File: src/rtl/button_event_decoder.sv
// Button gesture decoder: press/release/click/long/double one-cycle pulses.
// Define BTN_AUTOREPEAT_EN to enable periodic o_repeat pulses while held long.
module button_event_decoder #(
  parameter int unsigned CNT_WIDTH     = 24,
  parameter int unsigned LONG_CYCLES   = 12_000_000,
  parameter int unsigned DBL_CYCLES    = 6_000_000,
  parameter int unsigned REPEAT_CYCLES = 2_400_000
) (
  input  logic i_clk,
  input  logic i_rst,
  input  logic i_button,
  output logic o_press,
  output logic o_release,
  output logic o_click,
  output logic o_long,
  output logic o_double,
  output logic o_repeat
);

  typedef enum logic [2:0] {
    IDLE,
    PRESS1,
    LONG,
    WAIT2,
    PRESS2
  } state_t;

  localparam logic [CNT_WIDTH-1:0] LONG_M1 =
    CNT_WIDTH'(LONG_CYCLES - 1);
  localparam logic [CNT_WIDTH-1:0] DBL_M1 =
    CNT_WIDTH'(DBL_CYCLES - 1);
  localparam logic [CNT_WIDTH-1:0] ONE = CNT_WIDTH'(1);

  state_t               state_q;
  logic [CNT_WIDTH-1:0] cnt_q;
  logic                 btn_q;
  logic                 press_q;
  logic                 rel_q;
  logic                 click_q;
  logic                 long_q;
  logic                 dbl_q;
  logic                 rise;
  logic                 fall;

  assign rise = i_button & ~btn_q;
  assign fall = ~i_button & btn_q;

`ifdef BTN_AUTOREPEAT_EN
  localparam logic [CNT_WIDTH-1:0] REP_M1 =
    CNT_WIDTH'(REPEAT_CYCLES - 1);
  logic rep_q;
`endif

  always_ff @(posedge i_clk or posedge i_rst) begin
    if (i_rst) begin
      state_q <= IDLE;
      cnt_q   <= '0;
      btn_q   <= 1'b0;
      press_q <= 1'b0;
      rel_q   <= 1'b0;
      click_q <= 1'b0;
      long_q  <= 1'b0;
      dbl_q   <= 1'b0;
`ifdef BTN_AUTOREPEAT_EN
      rep_q   <= 1'b0;
`endif
    end else begin
      btn_q   <= i_button;
      press_q <= 1'b0;
      rel_q   <= 1'b0;
      click_q <= 1'b0;
      long_q  <= 1'b0;
      dbl_q   <= 1'b0;
`ifdef BTN_AUTOREPEAT_EN
      rep_q   <= 1'b0;
`endif
      // Input edges are tested before timer expiry so they win ties.
      unique case (state_q)
        IDLE: begin
          cnt_q <= '0;
          if (rise) begin
            state_q <= PRESS1;
            press_q <= 1'b1;
          end
        end
        PRESS1: begin
          if (fall) begin
            state_q <= WAIT2;
            cnt_q   <= '0;
            rel_q   <= 1'b1;
          end else if (cnt_q == LONG_M1) begin
            state_q <= LONG;
            cnt_q   <= '0;
            long_q  <= 1'b1;
          end else begin
            cnt_q <= cnt_q + ONE;
          end
        end
        LONG: begin
          if (fall) begin
            state_q <= IDLE;
            cnt_q   <= '0;
            rel_q   <= 1'b1;
          end else begin
`ifdef BTN_AUTOREPEAT_EN
            if (cnt_q == REP_M1) begin
              cnt_q <= '0;
              rep_q <= 1'b1;
            end else begin
              cnt_q <= cnt_q + ONE;
            end
`else
            cnt_q <= cnt_q;
`endif
          end
        end
        WAIT2: begin
          if (rise) begin
            state_q <= PRESS2;
            cnt_q   <= '0;
            press_q <= 1'b1;
            dbl_q   <= 1'b1;
          end else if (cnt_q == DBL_M1) begin
            state_q <= IDLE;
            cnt_q   <= '0;
            click_q <= 1'b1;
          end else begin
            cnt_q <= cnt_q + ONE;
          end
        end
        PRESS2: begin
          if (fall) begin
            state_q <= IDLE;
            cnt_q   <= '0;
            rel_q   <= 1'b1;
          end
        end
        default: begin
          state_q <= IDLE;
          cnt_q   <= '0;
        end
      endcase
    end
  end

  assign o_press   = press_q;
  assign o_release = rel_q;
  assign o_click   = click_q;
  assign o_long    = long_q;
  assign o_double  = dbl_q;
`ifdef BTN_AUTOREPEAT_EN
  assign o_repeat  = rep_q;
`else
  assign o_repeat  = 1'b0;
`endif

endmodule

File: config.mk
export PLATFORM = sky130hd
export DESIGN_NAME = button_event_decoder
export DESIGN_NICKNAME = d
export VERILOG_FILES = /design/src/rtl/button_event_decoder.sv
export SDC_FILE = /design/constraint.sdc
export NUM_CORES = 1
export LEC_CHECK = 0
export ABC_AREA = 1
export CORE_ASPECT_RATIO = 1.5
export CORE_MARGIN = 3
export CORE_UTILIZATION = 40
export CTS_CLUSTER_DIAMETER = 30
export DETAILED_ROUTE_END_ITERATION = 16
export MAX_ROUTING_LAYER = met4
export PLACE_DENSITY = 0.6
export SKIP_CTS_REPAIR_TIMING = 1
export SYNTH_ARGS = -nofsm -noshare
export SYNTH_HDL_FRONTEND = slang
export SYNTH_SLANG_ARGS = --single-unit
File: constraint.sdc
create_clock -name i_clk -period 4.8 [get_ports i_clk]
set_clock_uncertainty 0.05 [all_clocks]
set_input_delay 1.2 -clock i_clk [delete_from_list [all_inputs] [get_ports i_clk]]
set_output_delay 1.2 -clock i_clk [all_outputs]
set_load 0.1 [all_outputs]
==> flow_summary_export.csv <==
group,metric,value,unit
outcome,run_status,"complete, no violations",
critical_path,crit_type,"register to output pin",
floorplan,design.die.area,6640,µm²
floorplan,placement_rows,33,
sta,fin_ws,1800,ps
routing,drt.antenna.violating_nets,0,
global_route,grt_pass1_vias,2126,
floorplan,design.core.area,5490,µm²
synthesis,post_synth.cell_area_avg,6.59,µm²
clock_tree,tritoncts,"done",
sta,max_slew_margin,34.3,%
routing,drc_errors,0,
pwr,leakage,1.20,nW
sta,finalCriticalPeriod,3000,ps
synthesis,post_synth_inst_count,345,
clock_tree,clock-sinks,33,
sta,max_slew.worst_pin.slew,984,ps
final_layout,antenna_cells,0,
floorplan,ioPinCount,9,
routing,wl_per_cell,13.3,µm
synthesis,ys_warn_count,0,
place,detailed_place_hpwl,4410,µm
synthesis,yosys_register_bits,33,
pwr,power,792,µW
floorplan,chipWidth,67.6,µm
floorplan,initial_utilization,41.4,%
global_route,groute.layer.met1.usage,21.1,%
global_route,met2_usage,34.4,%
place,port_buffers,7,
clock_tree,clk_transition_reported_paths,70,ps
clock_tree,cts_root_buf,"sky130_fd_sc_hd__clkbuf_8",
synthesis,seq_area_frac_synth,36.3,%
sta,sum_of_negative_setup_slack,0,ps
critical_path,slowest_delay,1130,ps
sta,final-max-slew-violation-count,0,
final_layout,layout.cells.most_common,"sky130_fd_sc_hd__nand2_1",
global_route,groute.usage.overall,19.6,%
run,maxCapViolCount,0,
routing,routed_wirelength,5650,µm
final_layout,nets,360,
pwr,power-per-cell-area,317,nW/µm²
critical_path,setup_crit_end_kind,"output pin",
floorplan,die_boundary_height,98.3,µm
critical_path,critical-path-top-delay-family,"buffers and inverters",
final_layout,final.fill_count,593,
synthesis,mappedNetlistArea,2270,µm²
global_route,globalRoute.busiestLayer,"met2",
worst_hold_path,holdCritPathClass,"register to register",
synthesis,yosys.area.top_type,"sky130_fd_sc_hd__dfrtp_1",
synthesis,yosys.area.top_type_share,36.3,%
final_layout,final_cell_mix,"96 x sky130_fd_sc_hd__nand2_1, 60 x sky130_fd_sc_hd__nor2_1, 58 x sky130_fd_sc_hd__inv_1",
pwr,worst_case_vdd_ir_drop,240,µV
synthesis,net_count_of_the_mapped_netlist,349,
global_route,grt_first_pass_wirelength,9600,µm
final_layout,drive_gt1_share,9.27,%
global_route,initial_antenna_violation_count,0,
sta,timing_hold_violations_final,0,
final_layout,final_instance_area,2500,µm²
clock_tree,cts_made_buffers,5,
critical_path,cp.required,3550,ps
sta,grt_setup_unrepaired,"false",
place,place.gp.congestion,0.929,
critical_path,worst_path_max_delay_cell,"sky130_fd_sc_hd__clkdlybuf4s50_1",
sta,setup-violations-final,0,
sta,min_period_over_period,62.4,%
synthesis,ys_top_cells_by_area,"sky130_fd_sc_hd__dfrtp_1 36%, sky130_fd_sc_hd__nand2_1 16%, sky130_fd_sc_hd__nor2_1 9.9%",
final_layout,post_route_core_utilization,45.5,%
clock_tree,max-clock-path-buffers,2,
final_layout,syn2layout_area_growth,9.80,%
critical_path,critical_path.max_fanout,1,
critical_path,crit_path_cell_trace,"clkdlybuf4s50_1",
routing,vias,2147,
critical_path,critical_path.startpoint_type,"register",
routing,drt_first_pass_iters,4,
routing,drtIter0Drc,80,
clock_tree,clk_latency,280,ps
place,dpl_cell_area,2410,µm²
global_route,grt_remaining_overflow,0,
global_route,largest_net_degree_at_the_start_of_global_routing,26,
sta,clock.fmax,0.334,GHz
routing,via_per_inst,5.04,
critical_path,critical_path_arrival,1750,ps
synthesis,yosys.cell_types.count,28,
global_route,grt_use_met3,2.99,%
clock_tree,cts-htree-levels,2,
place,pre_cts_ws,1590,ps
critical_path,timing.critical_path.buf_inv,1,
## sequential cells by signal, summed over array words and instances, names as in the netlist
name	flops
cnt_q	24
state_q	3
btn_q	1
o_click	1
o_double	1
o_long	1
o_press	1
o_release	1
## kinds of logic after synthesis
kind of cell	after synthesis	share of synthesized area (%)
fa+ha+maj	1	0.550
other cells	1	0.165
flops	33	36.3
xor+xnor	6	2.31
buf+inv	66	11.8
compound gates	11	2.59
simple gates	227	46.2
## where the power goes
| group | switching, mW | leakage [nW] | internal [mW] |
|---|---|---|---|
| combinational | 0.202 | 0.707 | 0.0611 |
| sequential | 0.0154 | 0.454 | 0.300 |
| clock | 0.101 | 0.0433 | 0.113 |
| total | 0.318 | 1.20 | 0.474 |
## synth_stat cells
library cell                n
sky130_fd_sc_hd__dfrtp_1   33
sky130_fd_sc_hd__a31oi_1    1
sky130_fd_sc_hd__nand2_4    2
sky130_fd_sc_hd__nor3_2     1
sky130_fd_sc_hd__conb_1     1
sky130_fd_sc_hd__o21ai_0    7
sky130_fd_sc_hd__nand4_1   19
sky130_fd_sc_hd__nor4_1     1
sky130_fd_sc_hd__nor2_1    60
sky130_fd_sc_hd__inv_1     58
sky130_fd_sc_hd__inv_2      3
sky130_fd_sc_hd__ha_1       1
sky130_fd_sc_hd__xor2_1     5
sky130_fd_sc_hd__nand2_1   96
sky130_fd_sc_hd__buf_2      2
sky130_fd_sc_hd__buf_6      2
sky130_fd_sc_hd__a21oi_1    2
sky130_fd_sc_hd__nand3b_1   1
sky130_fd_sc_hd__buf_4      1
sky130_fd_sc_hd__nor2_4     4
sky130_fd_sc_hd__nor2_2     4
sky130_fd_sc_hd__nand3_4    1
sky130_fd_sc_hd__nand3_1   25
sky130_fd_sc_hd__nor3_1     4
sky130_fd_sc_hd__nand3_2    3
sky130_fd_sc_hd__nand2_2    6
sky130_fd_sc_hd__o211ai_1   1
sky130_fd_sc_hd__xnor2_1    1
## final timing paths
check | startpoint | endpoint | slack [ps] | cells past startpoint
min | cnt_q[1] | cnt_q[1] | 470 | 2
min reg2reg | cnt_q[1] | cnt_q[1] | 470 | 2
max | o_double | o_double | 1800 | 1
max in group asynchronous | i_rst | cnt_q[0] | 2650 | 3
max reg2reg | state_q[1] | cnt_q[20] | 2850 | 9
min in group asynchronous | i_rst | o_release | 1390 | 2
## worst register-to-register path, stage by stage (launching register included)
cell and delay [ps]:
sky130_fd_sc_hd__dfrtp_1 420, sky130_fd_sc_hd__nor2_1 90, sky130_fd_sc_hd__nor2_1 180, sky130_fd_sc_hd__nand3_2 410, sky130_fd_sc_hd__inv_1 380, sky130_fd_sc_hd__nor2_4 80, sky130_fd_sc_hd__nand3_2 80, sky130_fd_sc_hd__nand2_1 50
sky130_fd_sc_hd__nand2_1 60, sky130_fd_sc_hd__nor2_1 40
## routing by layer
metal	share of wire [%]	wire length (µm)
met1	39	2220
met2	55	3130
met3	2.8	157
met4	2.5	142
met5	0	0
## through the flow
stage	instances	hold slack (ps)
2_1_floorplan	345	424
3_3_place_gp	419	474
3_5_place_dp	419	457
4_1_cts	426	477
5_1_grt	426	523
6_report	426	472
## layout make-up
type	count	area (µm²)	area share, %
Clock buffer	6	82.6	3.31
Clock inverter	1	7.51	0.301
Timing Repair Buffer	9	85.1	3.41
Inverter	61	229	9.17
Tap cell	70	87.6	3.51
Sequential cell	33	826	33.1
Multi-Input combinational cell	246	1180	47.2
Note: power is estimated with default switching activity, not from simulation.
